--- src/rtl/usb3_tx_hdr_arb.sv ---
// usb3_tx_hdr_arb
//   Round-robin arbiter that offers one of three USB3 header descriptors to
//   the link TX path.
//   - Grants happen only while the link is in U0.
//   - The offered descriptor is held stable until the link accepts it, or
//     until the offer is withdrawn.
//   - After an accepted (or timed-out) offer, one GAP cycle follows before
//     the next grant.
//
// Optional feature: define USB3_TXARB_TIMEOUT_EN to enable a link-ack
// timeout of TIMEOUT_CYC cycles. Without it, BUSY waits indefinitely and
// timeout is tied low.
//
// Ports
//   clk                     single clock
//   reset_n                 asynchronous active-low reset
//   link_u0                 link in U0; grants only while high
//   req[2:0]                level requests {c,b,a}, held until matching ack
//   desc_a/desc_b/desc_c    36-bit header descriptors
//   ack[2:0]                one-cycle grant-complete pulse per requester
//   tp_valid / tp_desc      descriptor offered to link TX
//   tp_ack                  link accepted tp_desc (only meaningful in BUSY)
//   abort                   one-cycle pulse: offer withdrawn, link left U0
//   timeout                 one-cycle pulse: link-ack timeout expired
module usb3_tx_hdr_arb #(
    parameter int unsigned TIMEOUT_CYC = 255,
    localparam int unsigned DESC_W     = 36,
    localparam int unsigned NREQ       = 3
) (
    input  logic              clk,
    input  logic              reset_n,
    input  logic              link_u0,
    input  logic [NREQ-1:0]   req,
    input  logic [DESC_W-1:0] desc_a,
    input  logic [DESC_W-1:0] desc_b,
    input  logic [DESC_W-1:0] desc_c,
    output logic [NREQ-1:0]   ack,
    output logic              tp_valid,
    output logic [DESC_W-1:0] tp_desc,
    input  logic              tp_ack,
    output logic              abort,
    output logic              timeout
);

    typedef enum logic [1:0] {
        ST_IDLE = 2'd0,
        ST_BUSY = 2'd1,
        ST_GAP  = 2'd2
    } state_e;

    state_e            state_q, state_d;
    logic [1:0]        rr_q, rr_d;
    logic [1:0]        g_q, g_d;
    logic              tp_valid_q, tp_valid_d;
    logic [DESC_W-1:0] tp_desc_q, tp_desc_d;
    logic [NREQ-1:0]   ack_q, ack_d;
    logic              abort_q, abort_d;

    logic [1:0]        cand1_c, cand2_c;
    logic [1:0]        sel_idx_c;
    logic              sel_vld_c;
    logic [DESC_W-1:0] sel_desc_c;

`ifdef USB3_TXARB_TIMEOUT_EN
    localparam logic [7:0] TO_LAST = 8'(TIMEOUT_CYC - 1);
    logic [7:0] cnt_q, cnt_d;
    logic       timeout_q, timeout_d;
`else
    // Parameter is only meaningful with the timeout feature compiled in.
    localparam int unsigned unused_timeout_cyc = TIMEOUT_CYC;
`endif

    // Index increment modulo 3.
    function automatic logic [1:0] rr_next(input logic [1:0] i);
        return (i == 2'd2) ? 2'd0 : 2'(i + 2'd1);
    endfunction

    // Round-robin pick: first active request at or after the pointer.
    always_comb begin
        cand1_c   = rr_next(rr_q);
        cand2_c   = rr_next(cand1_c);
        sel_vld_c = |req;
        sel_idx_c = cand2_c;
        if (req[rr_q]) begin
            sel_idx_c = rr_q;
        end else if (req[cand1_c]) begin
            sel_idx_c = cand1_c;
        end
        case (sel_idx_c)
            2'd0:    sel_desc_c = desc_a;
            2'd1:    sel_desc_c = desc_b;
            default: sel_desc_c = desc_c;
        endcase
    end

    // Next-state and registered-output logic.
    always_comb begin
        state_d    = state_q;
        rr_d       = rr_q;
        g_d        = g_q;
        tp_valid_d = tp_valid_q;
        tp_desc_d  = tp_desc_q;
        ack_d      = '0;
        abort_d    = 1'b0;
`ifdef USB3_TXARB_TIMEOUT_EN
        cnt_d      = cnt_q;
        timeout_d  = 1'b0;
`endif
        case (state_q)
            ST_IDLE: begin
                if (link_u0 && sel_vld_c) begin
                    state_d    = ST_BUSY;
                    g_d        = sel_idx_c;
                    tp_valid_d = 1'b1;
                    tp_desc_d  = sel_desc_c;
`ifdef USB3_TXARB_TIMEOUT_EN
                    cnt_d      = '0;
`endif
                end
            end
            ST_BUSY: begin
                // Link loss beats acceptance; acceptance beats timeout.
                if (!link_u0) begin
                    state_d    = ST_IDLE;
                    tp_valid_d = 1'b0;
                    abort_d    = 1'b1;
                end else if (tp_ack) begin
                    state_d    = ST_GAP;
                    tp_valid_d = 1'b0;
                    ack_d      = NREQ'(3'b001 << g_q);
                    rr_d       = rr_next(g_q);
`ifdef USB3_TXARB_TIMEOUT_EN
                end else if (cnt_q == TO_LAST) begin
                    state_d    = ST_GAP;
                    tp_valid_d = 1'b0;
                    timeout_d  = 1'b1;
                    rr_d       = rr_next(g_q);
                end else begin
                    cnt_d      = cnt_q + 8'd1;
`endif
                end
            end
            ST_GAP: begin
                state_d = ST_IDLE;
            end
            default: begin
                state_d    = ST_IDLE;
                tp_valid_d = 1'b0;
            end
        endcase
    end

    // State and output registers.
    always_ff @(posedge clk or negedge reset_n) begin
        if (!reset_n) begin
            state_q    <= ST_IDLE;
            rr_q       <= 2'd0;
            g_q        <= 2'd0;
            tp_valid_q <= 1'b0;
            tp_desc_q  <= '0;
            ack_q      <= '0;
            abort_q    <= 1'b0;
        end else begin
            state_q    <= state_d;
            rr_q       <= rr_d;
            g_q        <= g_d;
            tp_valid_q <= tp_valid_d;
            tp_desc_q  <= tp_desc_d;
            ack_q      <= ack_d;
            abort_q    <= abort_d;
        end
    end

`ifdef USB3_TXARB_TIMEOUT_EN
    // Ack-timeout counter and pulse.
    always_ff @(posedge clk or negedge reset_n) begin
        if (!reset_n) begin
            cnt_q     <= '0;
            timeout_q <= 1'b0;
        end else begin
            cnt_q     <= cnt_d;
            timeout_q <= timeout_d;
        end
    end

    assign timeout = timeout_q;
`else
    assign timeout = 1'b0;
`endif

    assign ack      = ack_q;
    assign tp_valid = tp_valid_q;
    assign tp_desc  = tp_desc_q;
    assign abort    = abort_q;

endmodule

--- config.mk ---
export PLATFORM = sky130hd
export DESIGN_NAME = usb3_tx_hdr_arb
export DESIGN_NICKNAME = d
export VERILOG_FILES = /design/src/rtl/usb3_tx_hdr_arb.sv
export SDC_FILE = /design/constraint.sdc
export NUM_CORES = 1
export LEC_CHECK = 0
export ABC_CLOCK_PERIOD_IN_PS = 2200
export CAP_MARGIN = 40
export CELL_PAD_IN_SITES_DETAIL_PLACEMENT = 0
export CELL_PAD_IN_SITES_GLOBAL_PLACEMENT = 1
export CORE_ASPECT_RATIO = 0.6
export CORE_MARGIN = 5
export CORE_UTILIZATION = 28
export DETAILED_ROUTE_END_ITERATION = 16
export PLACE_DENSITY_LB_ADDON = 0.1
export SETUP_SLACK_MARGIN = 0.2
export SLEW_MARGIN = 20
export SYNTH_ARGS = -nofsm -noshare
export SYNTH_HDL_FRONTEND = slang
export SYNTH_SLANG_ARGS = --single-unit
--- constraint.sdc ---
create_clock -name clk -period 2.2 [get_ports clk]
set_input_delay 0.22 -clock clk [delete_from_list [all_inputs] [get_ports clk]]
set_output_delay 0.22 -clock clk [all_outputs]
set_load 0.1 [all_outputs]
Word level (Yosys, flattened, before mapping)
Cells that the tools add are included.
{"block": "totals", "wordCells": 53, "reg_bits": 47, "inputBits": 115, "out_inout_bits": 42}
{"block": "classes", "magnitude_cmp": 2, "muxes": 23, "bitwise": 1, "reduce_logical": 8, "addsub": 3, "shift": 1, "eq_ne": 8}
{"cell": "36-bit one-hot mux with 2 select lines", "n": 1}
{"cell": "2-bit 2-to-1 mux", "n": 8}
{"cell": "3-bit 2-to-1 mux", "n": 3}
{"cell": "2-bit equality test, second input constant", "n": 4}
{"cell": "1-bit 2-to-1 mux", "n": 7}
{"cell": "2-bit by 1-bit adder with 2-bit output, second input constant", "n": 3}
{"cell": "2-bit by 3-bit < comparator with 1-bit output, second input constant", "n": 2}
{"cell": "3-bit AND reduction", "n": 2}
{"cell": "1-bit binary-select mux with 2-bit select", "n": 2}
{"cell": "2-bit by 1-bit equality test with 1-bit output, second input constant", "n": 2}
{"cell": "2-bit logical NOT", "n": 2}
{"cell": "2-bit one-hot mux with 2 select lines", "n": 1}
{"cell": "2-bit AND reduction", "n": 2}
{"cell": "3-bit != test, second input constant", "n": 1}
{"cell": "1-bit one-hot mux with 3 select lines", "n": 1}
{"cell": "3-bit OR reduction", "n": 1}
{"cell": "1-bit by 2-bit left shift with 3-bit output, first input constant", "n": 1}
{"cell": "2-bit != test, second input constant", "n": 1}
{"cell": "1-bit logical AND", "n": 1}
{"cell": "1-bit NOT", "n": 1}

Longest topological paths before layout
{"block": "logic_depth", "depth_word": 8, "ltp_mapped": 7, "ltp_nobuf": 4}

Least setup slack after synthesis
No wires, ideal clock.
{"block": "synth_path", "kind": "register -> register", "start": "register state_q[1]", "end": "register g_q[1]", "stages_incl_launch_ff": 7, "path_slack_ns": 0.581, "arrival_ns": 1.496, "required_time_ns": 2.077, "synth_period_minus_slack_ns": 1.619, "n_path_buf": 2, "setup_time_ns": 0.123, "path_cell_list": "dfrtp_1 -> nand2b_1 -> or3_1 -> clkbuf_1 -> clkbuf_1 -> a211oi_1 -> nor2_1"}
{"block": "synth_via", "elab_chain_cells": 2}
{"item": "start: declaration", "line": "51", "rtl": "state_e state_q, state_d;"}
{"item": "start signal: assignment", "line": "164", "rtl": "state_q <= state_d;"}
{"item": "2-bit logical NOT", "line": "109", "rtl": "case (state_q)"}
{"item": "2-bit AND reduction (no source line)"}
{"item": "end signal: assignment", "line": "166", "rtl": "g_q <= g_d;"}
{"item": "end: declaration", "line": "53", "rtl": "logic [1:0] g_q, g_d;"}
Every way passes these cells.
A chain may end at the register's enable or synchronous reset.

Worst setup path in the final report
{"block": "layout_path", "start": "register rr_q[0]", "end": "register tp_desc_q[1], in the netlist tp_desc[1]"}
{"block": "layout_via", "elab_chain_cells": 8, "word_cells_on_any_way": 15, "classes_between": "add/sub: 2; eq/ne: 3; mux: 9; reduce/logical: 1"}
{"item": "start: declaration", "line": "52", "rtl": "logic [1:0] rr_q, rr_d;"}
{"item": "start signal: assignment", "line": "165", "rtl": "rr_q <= rr_d;"}
{"item": "2-bit by 1-bit adder with 2-bit output or 2-bit equality test (tied branches)", "line": "75", "rtl": "return (i == 2'd2) ? 2'd0 : 2'(i + 2'd1);"}
{"item": "2-bit 2-to-1 mux", "line": "75"}
{"item": "2-bit by 1-bit adder with 2-bit output, or another cell as far along", "line": "75"}
{"item": "2-bit 2-to-1 mux or 1-bit 2-to-1 mux (tied branches)", "line": "75, 86"}
{"item": "2-bit 2-to-1 mux", "line": "86", "rtl": "end else if (req[cand1_c]) begin"}
{"item": "2-bit 2-to-1 mux *", "line": "84", "rtl": "if (req[rr_q]) begin"}
{"item": "2-bit by 1-bit equality test with 1-bit output or 2-bit logical NOT (tied branches)", "line": "89", "rtl": "case (sel_idx_c)"}
{"item": "36-bit one-hot mux with 2 select lines *", "line": "89"}
{"item": "end signal: assignment", "line": "168", "rtl": "tp_desc_q <= tp_desc_d;"}
{"item": "end: declaration", "line": "55", "rtl": "logic [DESC_W-1:0] tp_desc_q, tp_desc_d;"}
Mark *: on every way between the ends. The rest lies on a longest branch, timed or not. The select of a mux whose other input is x is not followed.

==> metrics.txt <==
top_reg_cell synth dfrtp_1; gr ovfl total 0; share of layout cells above drive strength 1 16.7%; DRC 0; IO Pins 157; max-cap viol count 0; Setup CP Type reg2reg; Int Power 2.78 mW; initial antenna violation count 0; start point of the critical path rr_q[0]; Syn Nets 487; via count ~3600; worst endpoint data arrival time ~2000 ps; DIE AREA 12900 um2; DRT antenna net count 0; CP Max Fanout 11; post-DP HPWL 9.51 mm; Clock transition at path regs 70 ps; Reg power frac 21.2%; CP Launch Type flip-flop; Post-Synthesis Cells 372; row count 29; final period utilization 83.8%; Starting Density between 20% and 30%; Reg2Reg Setup Slack 360 ps; Iter 0 DRT Violations 206; Ys Warns 0; clock sinks 47; Ant. Diodes 0; pin count of the biggest net entering global routing 38; Min Hold Slack approximately 420 ps; final setup vio count 0; hold buffer count at CTS 1; Fin. Hold Viols 0; post-cts gate resize count 0; Nets approximately 640; Post-synth EDFFs 0; CTS tree yes; Cell Pwr Density approximately 1400 nW/um2; die span in x 143 um; number of synthesized register bits 47; Total Wirelength 13.3 mm; gpl congestion 0.813; path depth of the worst reg2reg path 5; P_leak 1.96 nW; drt first pass iters 4; Min-Delay Path Class in2async; post-synth top area cell dfrtp_1; WP data required 2410 ps; IR drop worst, VDD approximately 0.8 mV; Area growth syn-to-layout 62.3%; Core ar. 10500 um2; H-tree Lvls 2; minimum clock period around 1800 ps; Filler cells 1032; first-pass GRT wire length 20.8 mm; Die Y roughly 90 um; DR WL/cell a little over 20 um; crit path to tp_desc[1]; Max Fclk 543 MHz; latest clock arrival within the worst-skew pair 290 ps; status complete, no violations; crit end category flip-flop; TritonCTS Buffers 5; Setup Buffers After CTS 0; sw power 3.75 mW; clock buffer depth 2; Yosys cell types 34; register area share after synthesis between 30% and 40%; Synth Area per Inst about 8 um2; Synth async-reset ratio 100%; top-area cell type share of the netlist area between 30 and 40%; clock skew 3.85 ps; Cell Area, Synth 2980 um2; logic gate share of total power 66.7%; Max Transition Viols Final 0; RSZ-0062 raised after global routing no; Vias/cell 5.43; CTS Root Buffer Type clkbuf_16; clock share of power about an eighth; reg2reg start rr_q[0]; switching part of the total power around 57%; Fin Setup TNS 0 ps; vias in the first global route 3789; total track usage 20.2%; port bufs 155; synth top area cells dfrtp_1 39%, a221oi_1 9.1%, nand2_1 8.9%; FF-to-FF End tp_desc[1]
synth_stat cells, types with 4 or more instances:
| cell | n |
|---|---|
| nor3_1 | 4 |
| clkbuf_1 | 23 |
| dfrtp_1 | 47 |
| o22ai_1 | 35 |
| a221oi_2 | 5 |
| a31oi_1 | 36 |
| nor2_1 | 40 |
| a221oi_1 | 31 |
| nand2_1 | 71 |
| a21oi_1 | 36 |
| buf_2 | 8 |
area by class of cell:
type / count / area (um2) / area share (%)
Timing Repair Buffer: 181 / 1700 / 35.1
Multi-Input combinational cell: 284 / 1630 / 33.7
Sequential cell: 47 / 1180 / 24.3
Clock inverter: 1 / 5.00 / 0.103
Clock buffer: 6 / 139 / 2.87
Inverter: 3 / 11.3 / 0.233
Tap cell: 139 / 174 / 3.60
cells by family (layout without fill, tap and decap cells):
group                  after synthesis  count (layout)  share of synthesized area, %
AOI/OAI and AO/OA                  153             153                          35.7
buffers and inverters               41             191                          6.63
DFF                                 47              47                          39.5
other                                1               1                         0.126
and+or+nand+nor                    130             130                          18.1
sequential cells by signal, summed over array words and instances (netlist names):
register  flops
ack           3
g_q           2
tp_desc      36
tp_valid      1
abort         1
state_q       2
rr_q          2
placed cells by master, fill, tap and decap left out, types with 3 or more instances in the layout:
cell type,Yosys,layout
clkdlybuf4s50_1,0,112
nor3_1,4,3
o22ai_1,35,35
buf_12,0,5
a31oi_1,36,36
a21oi_1,36,36
dfrtp_1,47,47
clkbuf_16,0,5
inv_1,3,3
a221oi_1,31,31
a21o_1,3,3
buf_4,3,61
nand2_1,71,71
a221oi_2,5,5
nand3_1,3,3
nor2_1,40,40
worst max-delay path, stage by stage (launching register included):
cell	delay, ps
dfrtp_1	550
or4b_1	530
o21ai_4	200
buf_4	240
a221oi_1	90
a21oi_1	160
power groups by stage:
stage	clock [mW]	combinational [mW]	sequential, mW
detailed placement	0	4.36	1.40
CTS	0.813	4.37	1.39
finish	0.790	4.35	1.39
global route	0.840	4.57	1.43
global placement	0	4.34	1.40
floorplan	0	1.13	3.36
worst min-delay path by stage:
stage	from	cells after the start	slack (ps)	endpoint
after detailed placement	reset_n	1	220	abort
after global routing	reset_n	2	480	state_q[1]
after global placement	reset_n	1	200	ack[2]
final	reset_n	2	420	tp_desc[29]
after CTS	reset_n	2	430	tp_desc[29]
after floorplan	reset_n	0	-80	abort
metrics by stage:
| step | cell area (um2) | util (%) | cells | power (mW) | setup WS (ps) |
|---|---|---|---|---|---|
| after floorplan | 2980 | - | 372 | 4.50 | 581 |
| after CTS | 4840 | 46.1 | 661 | 6.57 | 364 |
| after detailed placement | 4680 | 44.6 | 653 | 5.76 | 119 |
| after global routing | 4840 | 46.1 | 661 | 6.85 | 282 |
| after global placement | 4680 | 44.6 | 653 | 5.74 | 179 |
| final | 4840 | 46.1 | 661 | 6.53 | 357 |
layer usage:
metal | share of wire (%) | vias up | track usage, %
li1 | - | 1699 | -
met1 | 48 | 1724 | 31.0
met3 | 9.7 | 9 | 4.61
met2 | 41 | 157 | 29.3
met4 | 0.59 | 0 | 3.16
met5 | 0 | - | 0
No activity file was read; power rests on OpenSTA's default activity.
